--- config.mk ---
export PLATFORM = sky130hd
export DESIGN_NAME = shift_register_ctrl_flat
export DESIGN_NICKNAME = d
export VERILOG_FILES = /design/src/rtl/shift_register_pkg.sv /design/src/rtl/shift_register_ctrl_if.sv /design/src/rtl/shift_register_ctrl_fsm.sv /design/src/rtl/shift_register_ctrl.sv /design/src/flat_wrapper.sv
export SDC_FILE = /design/constraint.sdc
export NUM_CORES = 1
export LEC_CHECK = 0
export CAP_MARGIN = 5
export CORE_MARGIN = 4
export CORE_UTILIZATION = 43
export DETAILED_ROUTE_END_ITERATION = 8
export PLACE_DENSITY = 0.78
export SLEW_MARGIN = 20
export SYNTH_ARGS = -nofsm -noshare
export SYNTH_HDL_FRONTEND = slang
export SYNTH_HIERARCHICAL = 1
export SYNTH_SLANG_ARGS = --single-unit
--- constraint.sdc ---
create_clock -name i_clk -period 1.8 [get_ports i_clk]
set_input_delay 0.27 -clock i_clk [delete_from_list [all_inputs] [get_ports i_clk]]
set_output_delay 0.27 -clock i_clk [all_outputs]
set_load 0.1 [all_outputs]
--- src/rtl/shift_register_pkg.sv ---
// Shared types and constants for the shift-register transfer controller.
package shift_register_pkg;

    localparam int unsigned NbitDefault = 8;

    typedef enum logic [1:0] {
        StIdle  = 2'd0,
        StShift = 2'd1,
        StDone  = 2'd2
    } state_e;

    // Bit counter must reach NBIT, hence the +1.
    function automatic int unsigned cnt_width(input int unsigned nbit);
        return $clog2(nbit + 1);
    endfunction

endpackage

--- src/rtl/shift_register_ctrl_if.sv ---
// Parallel-load / serial-shift handshake bundle between a requester and the controller.
interface shift_register_ctrl_if #(
    parameter int unsigned NBIT = shift_register_pkg::NbitDefault
);
    logic            i_valid;
    logic            o_ready;
    logic [NBIT-1:0] i_data;
    logic            i_clr;
    logic            i_sdi;
    logic            o_sdo;
    logic            o_busy;
    logic            o_done;
    logic [NBIT-1:0] o_rdata;

    modport slave (
        input  i_valid, i_data, i_clr, i_sdi,
        output o_ready, o_sdo, o_busy, o_done, o_rdata
    );

    modport master (
        output i_valid, i_data, i_clr, i_sdi,
        input  o_ready, o_sdo, o_busy, o_done, o_rdata
    );
endinterface

--- src/rtl/shift_register_ctrl_fsm.sv ---
// Transfer sequencer: owns state and bit counter, emits load/shift/last strobes and a
// registered done pulse.
module shift_register_ctrl_fsm
    import shift_register_pkg::*;
#(
    parameter int unsigned NBIT = NbitDefault
) (
    input  logic   i_clk,
    input  logic   i_rstn,
    input  logic   i_valid,
    input  logic   i_clr,
    output state_e o_state,
    output logic   o_load,
    output logic   o_shift,
    output logic   o_last,
    output logic   o_done
);

    localparam int unsigned CntW = cnt_width(NBIT);
    localparam logic [CntW-1:0] LastCnt = CntW'(NBIT - 1);

    state_e          state_q;
    logic [CntW-1:0] cnt_q;
    logic            done_q;

    always_ff @(posedge i_clk or negedge i_rstn) begin
        if (!i_rstn) begin
            state_q <= StIdle;
            cnt_q   <= '0;
            done_q  <= 1'b0;
        end else begin
            done_q <= 1'b0;
            if (i_clr) begin
                state_q <= StIdle;
                cnt_q   <= '0;
            end else begin
                unique case (state_q)
                    StIdle: begin
                        if (i_valid) begin
                            state_q <= StShift;
                            cnt_q   <= '0;
                        end
                    end
                    StShift: begin
                        cnt_q <= cnt_q + 1'b1;
                        if (cnt_q == LastCnt) begin
                            state_q <= StDone;
                            done_q  <= 1'b1;
                        end
                    end
                    StDone:  state_q <= StIdle;
                    default: state_q <= StIdle;
                endcase
            end
        end
    end

    assign o_state = state_q;
    assign o_load  = (state_q == StIdle) && i_valid && !i_clr;
    assign o_shift = (state_q == StShift) && !i_clr;
    assign o_last  = o_shift && (cnt_q == LastCnt);
    assign o_done  = done_q;

endmodule

--- src/rtl/shift_register_ctrl.sv ---
// Serializes a parallel word MSB first while capturing i_sdi; the captured word is
// published on o_rdata at the edge that enters DONE.
module shift_register_ctrl
    import shift_register_pkg::*;
#(
    parameter int unsigned NBIT = NbitDefault
) (
    input logic                  i_clk,
    input logic                  i_rstn,
    shift_register_ctrl_if.slave bus
);

    state_e          state;
    logic            load;
    logic            shift;
    logic            last;
    logic            done;
    logic [NBIT-1:0] sreg_q, sreg_d;
    logic [NBIT-1:0] rdata_q, rdata_d;
    logic [NBIT-1:0] sreg_shifted;

    shift_register_ctrl_fsm #(
        .NBIT (NBIT)
    ) u_fsm (
        .i_clk   (i_clk),
        .i_rstn  (i_rstn),
        .i_valid (bus.i_valid),
        .i_clr   (bus.i_clr),
        .o_state (state),
        .o_load  (load),
        .o_shift (shift),
        .o_last  (last),
        .o_done  (done)
    );

    assign sreg_shifted = {sreg_q[NBIT-2:0], bus.i_sdi};

    always_comb begin
        sreg_d  = sreg_q;
        rdata_d = rdata_q;
        if (load) begin
            sreg_d = bus.i_data;
        end else if (shift) begin
            sreg_d = sreg_shifted;
        end
        // Capture the post-shift value so o_rdata is already valid in the DONE cycle.
        if (last) begin
            rdata_d = sreg_shifted;
        end
    end

    always_ff @(posedge i_clk or negedge i_rstn) begin
        if (!i_rstn) begin
            sreg_q  <= '0;
            rdata_q <= '0;
        end else begin
            sreg_q  <= sreg_d;
            rdata_q <= rdata_d;
        end
    end

    assign bus.o_ready = (state == StIdle);
    assign bus.o_busy  = (state == StShift) || (state == StDone);
    assign bus.o_sdo   = (state == StShift) && sreg_q[NBIT-1];
    assign bus.o_done  = done;
    assign bus.o_rdata = rdata_q;

endmodule

--- src/flat_wrapper.sv ---
// flat-port wrapper written by rule: the top's interface ports become plain ports
module shift_register_ctrl_flat import shift_register_pkg::*;
#(
    parameter int unsigned NBIT = NbitDefault
)
  (i_clk, i_rstn, bus_i_valid, bus_i_data, bus_i_clr, bus_i_sdi, bus_o_ready, bus_o_sdo, bus_o_busy, bus_o_done, bus_o_rdata);
  shift_register_ctrl_if #(.NBIT(NBIT)) bus_i ();
  input logic i_clk;
  input logic i_rstn;
  input wire logic [$bits(bus_i.i_valid)-1:0] bus_i_valid;
  input wire logic [$bits(bus_i.i_data)-1:0] bus_i_data;
  input wire logic [$bits(bus_i.i_clr)-1:0] bus_i_clr;
  input wire logic [$bits(bus_i.i_sdi)-1:0] bus_i_sdi;
  output wire logic [$bits(bus_i.o_ready)-1:0] bus_o_ready;
  output wire logic [$bits(bus_i.o_sdo)-1:0] bus_o_sdo;
  output wire logic [$bits(bus_i.o_busy)-1:0] bus_o_busy;
  output wire logic [$bits(bus_i.o_done)-1:0] bus_o_done;
  output wire logic [$bits(bus_i.o_rdata)-1:0] bus_o_rdata;
  assign bus_i.i_valid = bus_i_valid;
  assign bus_i.i_data = bus_i_data;
  assign bus_i.i_clr = bus_i_clr;
  assign bus_i.i_sdi = bus_i_sdi;
  assign bus_o_ready = bus_i.o_ready;
  assign bus_o_sdo = bus_i.o_sdo;
  assign bus_o_busy = bus_i.o_busy;
  assign bus_o_done = bus_i.o_done;
  assign bus_o_rdata = bus_i.o_rdata;
  shift_register_ctrl #(.NBIT(NBIT)) u_core (.i_clk(i_clk), .i_rstn(i_rstn), .bus(bus_i));
endmodule
==> flow_summary.html <==
<table>
<tr><th>Metric</th><th>Value</th></tr>
<tr><th colspan="2">Run status</th></tr>
<tr><td>Run status</td><td>finished clean</td></tr>
<tr><th colspan="2">Worst setup path</th></tr>
<tr><td>Endpoint of the worst register-to-register path</td><td>u_core/bus.o_rdata[1]</td></tr>
<tr><td>R2R Setup Slk</td><td>about 200 ps</td></tr>
<tr><td>Critical Path Source Type</td><td>flip-flop</td></tr>
<tr><td>Start point of the critical path</td><td>u_core/u_fsm/o_state[0]</td></tr>
<tr><td>Reg-to-reg startpoint</td><td>u_core/u_fsm/cnt_q[0]</td></tr>
<tr><td>Worst r2r path cells</td><td>5</td></tr>
<tr><td>Endpoint of the worst setup timing path</td><td>bus_o_busy</td></tr>
<tr><td>Arrival time at the worst endpoint</td><td>1410 ps</td></tr>
<tr><td>Capturing element type of the critical path</td><td>primary output</td></tr>
<tr><td>Crit-path max FO</td><td>8</td></tr>
<tr><td>Path type of the worst setup path</td><td>reg -&gt; out</td></tr>
<tr><td>Worst EP required</td><td>1530 ps</td></tr>
<tr><th colspan="2">Route</th></tr>
<tr><td>Via density per instance</td><td>5.10</td></tr>
<tr><td>Average wire per standard cell</td><td>14.8 um</td></tr>
<tr><td>Via count</td><td>744</td></tr>
<tr><td>Overall routed net length</td><td>2.17 mm</td></tr>
<tr><td>First-iteration detailed-routing DRC count</td><td>7</td></tr>
<tr><td>Initial DRT Pass Iterations</td><td>2</td></tr>
<tr><td># DRC</td><td>0</td></tr>
<tr><td>Number of nets with antenna violations after detailed routing</td><td>0</td></tr>
<tr><th colspan="2">Synthesis</th></tr>
<tr><td>Most used DFF post-synth</td><td>sky130_fd_sc_hd__dfrtp_1</td></tr>
<tr><td>Synthesized-area fraction occupied by ao, oa, aoi and oai cells</td><td>0.0698</td></tr>
<tr><td>Synthesized-area fraction occupied by xor and xnor cells</td><td>0</td></tr>
<tr><td>Adder and majority cell fraction of the synthesized area</td><td>0.0349</td></tr>
<tr><td>Count of flip-flops with a built-in enable after synthesis</td><td>0</td></tr>
<tr><td>Synthesis warning total</td><td>6</td></tr>
<tr><td>Count of unique library cells instantiated by Yosys</td><td>22</td></tr>
<tr><td>Average footprint of a synthesized cell</td><td>~12 um2</td></tr>
<tr><td>Synthesized flop and latch total</td><td>23</td></tr>
<tr><td>Part of the Yosys area used for sequential elements</td><td>0.535</td></tr>
<tr><td>Share of synthesized cell area in and, or, nand and nor gates</td><td>0.123</td></tr>
<tr><td>Leading post-synthesis cells by cell area</td><td>sky130_fd_sc_hd__dfrtp_1 53%, sky130_fd_sc_hd__mux2_4 11%, sky130_fd_sc_hd__mux2i_1 8.4%</td></tr>
<tr><td>Post-synthesis cell count</td><td>88</td></tr>
<tr><td>Post-Synthesis Net Count</td><td>104</td></tr>
<tr><td>Asr flop ratio synth</td><td>1.00</td></tr>
<tr><td>Dominant combinational cell family by area after synthesis</td><td>multiplexers</td></tr>
<tr><td>Biggest area consumer among synthesized cells</td><td>sky130_fd_sc_hd__dfrtp_1</td></tr>
<tr><td>Multiplexer area fraction after synthesis</td><td>0.195</td></tr>
<tr><td>Mapped Area</td><td>1080 um2</td></tr>
<tr><td>Share of the synthesized area in the top cell type</td><td>0.535</td></tr>
<tr><th colspan="2">Clock network</th></tr>
<tr><td>Hold buffer count at cts</td><td>0</td></tr>
<tr><td>CTS sink count</td><td>23</td></tr>
<tr><td>Buffer count from post-CTS setup fixing</td><td>0</td></tr>
<tr><td>Worst skew pair latency</td><td>approximately 310 ps</td></tr>
<tr><td>H-Tree Depth</td><td>1</td></tr>
<tr><td>Post-CTS sizing</td><td>0</td></tr>
<tr><td>TritonCTS clock tree</td><td>yes</td></tr>
<tr><td>CTS buffer count</td><td>3</td></tr>
<tr><td>Maximum count of clock buffers along a single path</td><td>2</td></tr>
<tr><td>Root Driver</td><td>sky130_fd_sc_hd__clkbuf_4</td></tr>
<tr><td>CTS clock-pin slew for the worst setup and hold paths</td><td>130 ps</td></tr>
<tr><th colspan="2">STA</th></tr>
<tr><td>Highest attainable clock frequency</td><td>594 MHz</td></tr>
<tr><td>Clock Skews</td><td>11.0 ps</td></tr>
<tr><td>Tightest Pin Transition</td><td>around 300 ps</td></tr>
<tr><td>Period Utilization, post-route</td><td>0.936</td></tr>
<tr><td>Final hold violation count</td><td>0</td></tr>
<tr><td>TNS Setup</td><td>0 ps</td></tr>
<tr><td>Max-slew headroom at the worst pin</td><td>0.801</td></tr>
<tr><td>Worst-case setup margin in the final layout</td><td>approximately 120 ps</td></tr>
<tr><td>Setup repair after global routing missed its margin</td><td>no</td></tr>
<tr><td>Count of endpoints failing setup in the final report</td><td>0</td></tr>
<tr><td>Final worst path period need</td><td>around 1700 ps</td></tr>
<tr><td>Max-slew violation total from the final report</td><td>0</td></tr>
<tr><th colspan="2">Global routing</th></tr>
<tr><td>Wire length of the first global-routing pass</td><td>3.66 mm</td></tr>
<tr><td>Total global-route track usage</td><td>0.142</td></tr>
<tr><td>Overflow after GRT</td><td>0</td></tr>
<tr><td>Pin count of the biggest net entering global routing</td><td>24</td></tr>
<tr><td>Via count of the first global-routing pass</td><td>774</td></tr>
<tr><td>Initial antenna violation count</td><td>0</td></tr>
<tr><th colspan="2">Floorplan</th></tr>
<tr><td>Die Wd</td><td>between 50 and 60 um</td></tr>
<tr><td>I/O pin total</td><td>25</td></tr>
<tr><td>Initial cell density of the core</td><td>0.468</td></tr>
<tr><td>Cell Rows</td><td>17</td></tr>
<tr><td>Vertical die dimension</td><td>58.0 um</td></tr>
<tr><td>Core footprint</td><td>2300 um2</td></tr>
<tr><td>Die Area</td><td>3370 um2</td></tr>
<tr><th colspan="2">Hold path</th></tr>
<tr><td>HP Class</td><td>in -&gt; async</td></tr>
<tr><th colspan="2">Place</th></tr>
<tr><td>Dpl ws</td><td>133 ps</td></tr>
<tr><td>Number of port buffers</td><td>24</td></tr>
<tr><td>HPWL after DPL</td><td>roughly 1.7 mm</td></tr>
<tr><td>Placer congestion estimate</td><td>between 0.8 and 0.9</td></tr>
<tr><th colspan="2">Job</th></tr>
<tr><td>Max-cap violations</td><td>0</td></tr>
<tr><th colspan="2">Power and ir drop</th></tr>
<tr><td>Power Dens Cells</td><td>805 nW/um2</td></tr>
<tr><td>Maximum vdd drop</td><td>0.572 mV</td></tr>
<tr><td>Leakage</td><td>0.000636 uW</td></tr>
<tr><th colspan="2">Finish</th></tr>
<tr><td>Ratio of cells with drive above 1 in the final layout</td><td>0.271</td></tr>
<tr><td>Area growth, synth to finish</td><td>30.1%</td></tr>
<tr><td>Final-stage net count</td><td>135</td></tr>
<tr><td>Most frequent cells in the layout</td><td>23 x sky130_fd_sc_hd__dfrtp_1, 15 x sky130_fd_sc_hd__buf_4, 12 x sky130_fd_sc_hd__clkdlybuf4s50_1</td></tr>
<tr><td>Commonest non-fill, non-tap cell in the layout</td><td>sky130_fd_sc_hd__dfrtp_1</td></tr>
<tr><td># diodes</td><td>0</td></tr>
</table>
-- registers in the layout (all words and copies together), names as in the netlist --
name	cells
u_core/bus.o_rdata	8
u_core/sreg_q	8
u_core/u_fsm/cnt_q	4
u_core/u_fsm/o_state	2
u_core/u_fsm/o_done	1
-- kinds of logic after synthesis --
| family | count (synthesis) |
|---|---|
| simple gates | 26 |
| flops | 23 |
| mux | 17 |
| compound gates | 13 |
| buf+inv | 6 |
| fa+ha+maj | 3 |
-- where the power goes --
group / internal [uW] / switching, uW
logic: 119 / 152
clock network: 82.9 / 149
registers: 572 / 51.1
-- worst min path at each step --
stage                                startpoint               endpoint  slack [ps]  cells past startpoint
after floorplan                          i_rstn  u_core/bus.o_rdata[0]         -30                      0
after global placement    u_core/bus.o_rdata[4]  u_core/bus.o_rdata[4]         500                      1
after detailed placement  u_core/bus.o_rdata[0]  u_core/bus.o_rdata[0]         500                      1
after CTS                                i_rstn  u_core/bus.o_rdata[7]         310                      2
after global routing                     i_rstn  u_core/bus.o_rdata[7]         300                      2
final                                    i_rstn  u_core/bus.o_rdata[7]         300                      2
-- final cells by class --
cell class | instances | area, um2
Clock inverter | 1 | 5.00
Clock buffer | 3 | 22.5
Multi-Input combinational cell | 59 | 462
Inverter | 2 | 7.51
Tap cell | 28 | 35.0
Sequential cell | 23 | 576
Fill cell | 188 | 897
Timing Repair Buffer | 30 | 293
-- cells in the mapped netlist (all sizes together), types with 3 or more instances --
library cell and count:
ha 3, nor2 3, nand2 10, mux2 8, dfrtp 23, nand3b 3, nor3 3, buf 3
mux2i 9, o21ai 8
-- metal layers --
metal  up-vias  GRT usage  share of wire
li1        369          -              -
met1       356      0.180           0.42
met2        17      0.234           0.52
met3         2     0.0512          0.054
met4         0     0.0265         0.0046
met5         -          0              0
-- stage by stage --
stage / utilization / instances / hold WS, ps / instance area (um2) / power (uW)
3_5_place_dp: 0.597 / 142 / 498 / 1370 / 907
6_report: 0.609 / 146 / 296 / 1400 / 1130
5_1_grt: 0.609 / 146 / 304 / 1400 / 1190
3_3_place_gp: 0.597 / 142 / 501 / 1370 / 893
2_1_floorplan: - / 88 / -25.6 / 1080 / 792
4_1_cts: 0.609 / 146 / 308 / 1400 / 1140
-- critical path: stages, from the launching register on --
cell and delay [ps]:
sky130_fd_sc_hd__dfrtp_1 520, sky130_fd_sc_hd__inv_1 80, sky130_fd_sc_hd__ha_1 330, sky130_fd_sc_hd__buf_12 180
Note: power is estimated with default switching activity, not from simulation.
